[src/rtl/ring_fifo_wr_arbiter.sv]
// ring_fifo_wr_arbiter
//   Round-robin write arbiter in front of a ring FIFO. A requester wins one
//   grant and may push up to BURST words before the grant is released. The
//   arbiter always spends one IDLE cycle choosing the next owner.
//
//   Ports
//     clk          single clock, rising edge
//     reset        asynchronous, active low
//     req_valid    per-requester word present
//     req_data     packed words, requester i at [i*DATA_WIDTH +: DATA_WIDTH]
//     req_ready    per-requester word accepted this cycle (owner only)
//     fifo_write   write strobe to the ring FIFO
//     fifo_datain  word to the ring FIFO (zero outside GRANT)
//     fifo_full    ring FIFO full flag
//     grant_id     current owner; holds its last value in IDLE
//     busy         1 while in GRANT
//
//   state   | meaning
//   --------+------------------------------------------------------------
//   S_IDLE  | no owner; pick next requester after last_owner, no writes
//   S_GRANT | owner pushes words while valid and FIFO not full, <= BURST
module ring_fifo_wr_arbiter #(
   parameter int N_REQ      = 4,
   parameter int DATA_WIDTH = 8,
   parameter int BURST      = 4
) (
   input  logic                          clk,
   input  logic                          reset,
   input  logic [N_REQ-1:0]              req_valid,
   input  logic [N_REQ*DATA_WIDTH-1:0]   req_data,
   output logic [N_REQ-1:0]              req_ready,
   output logic                          fifo_write,
   output logic [DATA_WIDTH-1:0]         fifo_datain,
   input  logic                          fifo_full,
   output logic [$clog2(N_REQ)-1:0]      grant_id,
   output logic                          busy
);

   localparam int IW = $clog2(N_REQ);
   localparam int CW = $clog2(BURST + 1);
   localparam logic [CW-1:0] LAST_BEAT = CW'(BURST - 1);
   localparam logic [IW-1:0] LAST_REQ  = IW'(N_REQ - 1);

   typedef enum logic {
      S_IDLE  = 1'b0,
      S_GRANT = 1'b1
   } state_t;

   state_t            state_q, state_d;
   logic [IW-1:0]     owner_q, owner_d;
   logic [IW-1:0]     last_owner_q, last_owner_d;
   logic [CW-1:0]     beat_cnt_q, beat_cnt_d;

   logic                  owner_valid;
   logic [DATA_WIDTH-1:0] owner_data;
   logic                  pick_found;
   logic [IW-1:0]         pick_idx;

   always_comb begin
      owner_valid = 1'b0;
      owner_data  = '0;
      for (int i = 0; i < N_REQ; i++) begin
         if (owner_q == IW'(i)) begin
            owner_valid = req_valid[i];
            owner_data  = req_data[i*DATA_WIDTH +: DATA_WIDTH];
         end
      end
   end

   // Rotating priority: the requester just after last_owner is searched first,
   // so the previous owner is considered last.
   always_comb begin
      pick_found = 1'b0;
      pick_idx   = '0;
      for (int off = 1; off <= N_REQ; off++) begin
         for (int j = 0; j < N_REQ; j++) begin
            if (!pick_found && last_owner_q == IW'(j) && req_valid[(j + off) % N_REQ]) begin
               pick_found = 1'b1;
               pick_idx   = IW'((j + off) % N_REQ);
            end
         end
      end
   end

   always_ff @(posedge clk or negedge reset) begin
      if (!reset) begin
         state_q      <= S_IDLE;
         owner_q      <= '0;
         last_owner_q <= LAST_REQ;
         beat_cnt_q   <= '0;
      end else begin
         state_q      <= state_d;
         owner_q      <= owner_d;
         last_owner_q <= last_owner_d;
         beat_cnt_q   <= beat_cnt_d;
      end
   end

   always_comb begin
      state_d      = state_q;
      owner_d      = owner_q;
      last_owner_d = last_owner_q;
      beat_cnt_d   = beat_cnt_q;
      case (state_q)
         S_IDLE: begin
            if (pick_found) begin
               owner_d    = pick_idx;
               beat_cnt_d = '0;
               state_d    = S_GRANT;
            end
         end
         S_GRANT: begin
            // beat_cnt tops out at BURST, which fits in CW bits, so no wrap.
            if (fifo_write) begin
               beat_cnt_d = beat_cnt_q + 1'b1;
            end
            if (!owner_valid || (fifo_write && beat_cnt_q == LAST_BEAT)) begin
               state_d      = S_IDLE;
               last_owner_d = owner_q;
            end
         end
         default: state_d = S_IDLE;
      endcase
   end

   always_comb begin
      req_ready   = '0;
      fifo_write  = 1'b0;
      fifo_datain = '0;
      busy        = 1'b0;
      if (state_q == S_GRANT) begin
         busy        = 1'b1;
         fifo_write  = owner_valid & ~fifo_full;
         fifo_datain = owner_data;
         for (int i = 0; i < N_REQ; i++) begin
            if (owner_q == IW'(i)) begin
               req_ready[i] = fifo_write;
            end
         end
      end
   end

   assign grant_id = owner_q;

endmodule

[config.mk]
export PLATFORM = sky130hd
export DESIGN_NAME = ring_fifo_wr_arbiter
export DESIGN_NICKNAME = d
export VERILOG_FILES = /design/src/rtl/ring_fifo_wr_arbiter.sv
export SDC_FILE = /design/constraint.sdc
export NUM_CORES = 1
export LEC_CHECK = 0
export CAP_MARGIN = 10
export CORE_MARGIN = 3
export CORE_UTILIZATION = 36
export CTS_BUF_LIST = sky130_fd_sc_hd__clkbuf_8
export DETAILED_ROUTE_END_ITERATION = 8
export PLACE_DENSITY_LB_ADDON = 0.25
export SETUP_SLACK_MARGIN = 0.15
export SKIP_LAST_GASP = 1
export SYNTH_ARGS = -nofsm -noshare
export SYNTH_HDL_FRONTEND = slang
export SYNTH_SLANG_ARGS = --single-unit
[constraint.sdc]
create_clock -name clk -period 2.3 [get_ports clk]
set_input_delay 0.23 -clock clk [delete_from_list [all_inputs] [get_ports clk]]
set_output_delay 0.23 -clock clk [all_outputs]
set_load 0.05 [all_outputs]
* Word level (Yosys, flattened, before mapping)
Index checks and enable logic that the tools add are counted.
** Operators by class
- Mux-type cells :: 54
- Equality and inequality tests :: 9
- Add/subtract/negate cells :: 1
- Bitwise operators :: 3
- Reductions and logical operators :: 54
** Operators with widths (count)
- two-way mux 8 bit :: 5
- logical AND 1 bit :: 32
- two-way mux 2 bit :: 15
- two-way mux 1 bit :: 29
- zero test 1 bit :: 16
- equality test 2 bit (second input constant) :: 4
- two-way mux 3 bit :: 2
- one-hot mux 3 bit (2 select lines) :: 1
- AND reduction 2 bit :: 3
- equality test 2 x 1 -> 1 bit (second input constant) :: 2
- zero test 2 bit :: 2
- two-way mux 4 bit :: 1
- != test 2 bit (second input constant) :: 2
- adder 3 x 1 -> 3 bit (second input constant) :: 1
- equality test 3 x 2 -> 1 bit (second input constant) :: 1
- NOT 1 bit :: 2
- one-hot mux 1 bit (2 select lines) :: 1
- bitwise AND 1 bit :: 1
- logical OR 1 bit :: 1
** Storage, ports and cells
- Input port bits :: 39
- Register bits after elaboration :: 8
- Output and inout port bits :: 16
- Word-level logic and storage cells :: 125

* Logic depth before layout (Yosys ltp)
- Depth after elaboration :: 65
- Gate-level depth with buffers :: 5

* Worst setup path after synthesis
OpenSTA, ideal clock, no wires.
- Kind :: flip-flop to output port
- From :: reg owner_q[1], in the netlist grant_id[1]
- To :: out req_ready[0]
- Required time :: 2.070 ns
- Arrival time :: 2.594 ns
- Setup slack :: -0.524 ns
- Buffers on the path :: 1
- Cell stages (with the launch flop) :: 3
- Cell sequence :: dfrtp_1 clkbuf_1 nor4b_1
** On the way
- Longest elaborated chain between the ends :: 8
- Elaborated cells on any way between the ends :: 11
- Those cells by class :: eq/ne: 3; mux: 6; bitwise: 1; reduce/logical: 1
** RTL lines
- start: declaration :: line 50 : logic [IW-1:0] owner_q, owner_d;
- start signal: assignment :: line 93 : owner_q <= owner_d;
- zero test 2 bit :: line 63, 136
- two-way mux 1 bit (4 in series) :: line 63 : if (owner_q == IW'(i)) begin
- bitwise AND 1 bit :: line 133 : fifo_write = owner_valid & ~fifo_full;
- two-way mux 1 bit (*) :: line 136 : if (owner_q == IW'(i)) begin
- two-way mux 4 bit (*) :: line 131 : if (state_q == S_GRANT) begin
- end: declaration :: line 31 : output logic [N_REQ-1:0] req_ready,
Every way passes the cells marked *; elsewhere a longest branch is shown, timed or not.

* Final worst setup path
- From :: reg owner_q[0], in the netlist grant_id[0]
- To :: out fifo_write
** On the way
- Longest elaborated chain between the ends :: 7
- Elaborated cells on any way between the ends :: 10
- Those cells by class :: eq/ne: 3; mux: 5; bitwise: 1; reduce/logical: 1
** RTL lines
- zero test 2 bit :: line 63
- two-way mux 1 bit (3 in series) :: line 63
- two-way mux 1 bit (*) :: line 63
- bitwise AND 1 bit (*) :: line 133
- two-way mux 1 bit (*) :: line 131
- end: declaration :: line 32 : output logic fifo_write,
Marked as above.

==> flow_metrics.tcl <==
set metrics [dict create \
    maxCapViolCount 0 \
    cp_top_family "multiplexers" \
    synth_edf_count 0 \
    hold_buffers 0 \
    synth_compound_area_share_pct 8.42 \
    layout_min_cycle_time_ns 2.03 \
    gp_congestion 0.804 \
    cp_slowest_stage_delay_ns 0.64 \
    syn_area_um2 817 \
    rsz0062_at_grt "no" \
    synth_common_cells "mux4_2 (9), and2_1 (8), dfrtp_1 (6), nand2_1 (6), nand3b_1 (4)" \
    numClockSinks 8 \
    via_per_inst 5.27 \
    core_area_um2 2060 \
    dieHeight_um 53.6 \
    die-area_um2 2880 \
    synth-simple-area-share_pct 27.4 \
    yosysUniqueCellTypes 30 \
    synth.most_common_cell "mux4_2" \
    ys.flop_type "dfrtp_1" \
    seqCellArea_um2 204 \
    clk_pin_slew_ns 0.04 \
    powerDensity_nw_per_um2 1240 \
    drtAntennaViolNets 0 \
    p_leak_uw 0.000566 \
    start_util_pct 39.6 \
    areaGrowthSynthToFinish_pct 80.1 \
    worst-path-max-fanout 11 \
    clockBufferDepth 2 \
    critical_path_class "flop to output port" \
    worst-path-buf-inv 1 \
    ys_seq_area_share_pct 24.8 \
    finalHoldViolCount 0 \
    min_period_over_period_pct 88.1 \
    multi_input_comb_area_um2 597 \
    crit_chain "mux4_2 > nor2b_1 > buf_4" \
    track_usage_pct 17.8 \
    cp_data_arrival_time_ns 1.80 \
    fin_nets 173 \
    port_buffers 54 \
    post_drt_wl_per_cell_um 15.0 \
    antenna_found_initial 0 \
    syn_nets 116 \
    dp_hpwl_um 1930 \
    grt_pass1_wl_um 3740 \
    htreeDepth 1 \
    synth_xor_area_share_pct 0 \
    irDropWorstVdd_uv 774 \
    synth_top_area_share_pct 24.8 \
    dp_cells 154 \
    critPathSlowestCell "mux4_2" \
    drc 0 \
    status "complete, no violations" \
    slew_headroom_pct 66.2 \
    synth-adder-area-share_pct 3.06 \
    cts_tree "done" \
    cts_root_buf "clkbuf_8" \
    insertion_delay_ns 0.23 \
    grt_pass1_vias 853 \
    synth_area_leaders "mux4_2 (25%), dfrtp_1 (18%), dfstp_2 (6.4%)" \
    grt_start_max_net_pins 14 \
    cp-start-kind "flop" \
    drive_gt1_share_pct 29.8 \
    rows 16 \
    setup_viol 0 \
    synthArstFlopShare_pct 100 \
    overflow 0 \
    vias 832 \
    synth_seq_cells 8 \
    wl_um 2370 \
    worst_pin_slew_ns 0.505 \
    drv_slew 0 \
    initialDrtViolationCount 9 \
    synth_cells 75 \
    yosys_warnings 0 \
    muxShareOfSynthArea_pct 31.5 \
    worst_setup_path_end_kind "output port" \
    fin_skew_ns 0.00476 \
    clock.fmax_mhz 493 \
    cp.required_ns 2.07 \
    tns_ns 0 \
    hold_class "input pin to async pin" \
    fill_cells 159 \
    syn_avg_cell_area_um2 10.9 \
    synth_top_family_by_area "multiplexers" \
    fp.dieW_um 53.6 \
    n_antenna_cell 0 \
    dr.pass1.iters 4 \
    layout.cells.non_filler 158 \
    synth_area_leader_cell "mux4_2" \
    cts_buffers 3 \
    io-pin-count 55 \
]
==> layer usage <==
layer  track usage (%)  share of wire, %  vias up
met5                 0                 0        -
li1                  -                 -      400
met3              6.65                12        3
met1              17.8                36      395
met2              34.5                52       34
met4              3.83              0.59        0
==> layout by cell type (no fill, tap or decap), types with 4 or more instances in the layout <==
master	n
clkdlybuf4s50_1	41
buf_4	12
mux4_2	9
and2_1	8
nand2_1	6
dfrtp_1	5
inv_1	4
nand3b_1	4
buf_12	4
==> metrics by stage <==
| stage | hold WS [ns] | instance area [µm²] | util [%] | setup slack, ns | total power, µW |
|---|---|---|---|---|---|
| after floorplan | -0.0656 | 838 | - | 0.154 | 1260 |
| after global placement | 0.531 | 1430 | 69.1 | 0.334 | 1640 |
| after detailed placement | 0.526 | 1430 | 69.1 | 0.284 | 1660 |
| after CTS | 0.279 | 1470 | 71.4 | 0.253 | 1840 |
| after global routing | 0.292 | 1470 | 71.4 | 0.185 | 1930 |
| final | 0.274 | 1470 | 71.4 | 0.273 | 1820 |
==> final timing paths <==
| path | startpoint | slack, ns | endpoint | cells after the start |
|---|---|---|---|---|
| min in group clk | beat_cnt_q[2] | 0.57 | beat_cnt_q[2] | 2 |
| min reg2reg | beat_cnt_q[2] | 0.57 | beat_cnt_q[2] | 2 |
| max reg2reg | grant_id[0] | 0.49 | last_owner_q[1] | 3 |
| max | grant_id[0] | 0.27 | fifo_write | 3 |
| min | reset | 0.27 | beat_cnt_q[0] | 1 |
| max in group asynchronous | reset | 1.72 | last_owner_q[1] | 1 |
==> report_power, final <==
| part | switching [µW] | internal, µW |
|---|---|---|
| clock | 56.0 | 116 |
| combinational | 703 | 580 |
| sequential | 150 | 219 |
| total | 908 | 915 |
==> flip-flops by register name (all words and copies together), names as in the netlist <==
signal / cells
beat_cnt_q: 3
grant_id: 2
last_owner_q: 2
state_q: 1
==> cell families (layout without fill, tap and decap cells) <==
kind of cell               Yosys count  in the layout
DFF                                  8              8
buffers and inverters                8             64
muxes                               14             14
AOI/OAI and AO/OA                    8              8
and+or+nand+nor                     35             35
adders and majority gates            2              2
==> worst register-to-register path, delay by kind of cell, from the launching register on <==
family          cells  cell delay [ns]
compound gates      1             0.19
flops               1             0.55
mux                 2             0.98
==> final cells by class <==
class                   count  area share (%)
multi-input cells          59            40.6
repair buffers             57            39.5
flip-flops and latches      8            13.9
clock buffers               3            2.81
well taps                  27            2.30
inverters                   3           0.765
clock inverters             1           0.255
==> what timing repair did <==
item	in CTS	in global routing
endpoints found under the hold margin	0	0
buffers inserted	0	0
resized for setup	1	0
setup endpoints to repair	1	0
Note: power is estimated with default switching activity, not from simulation.
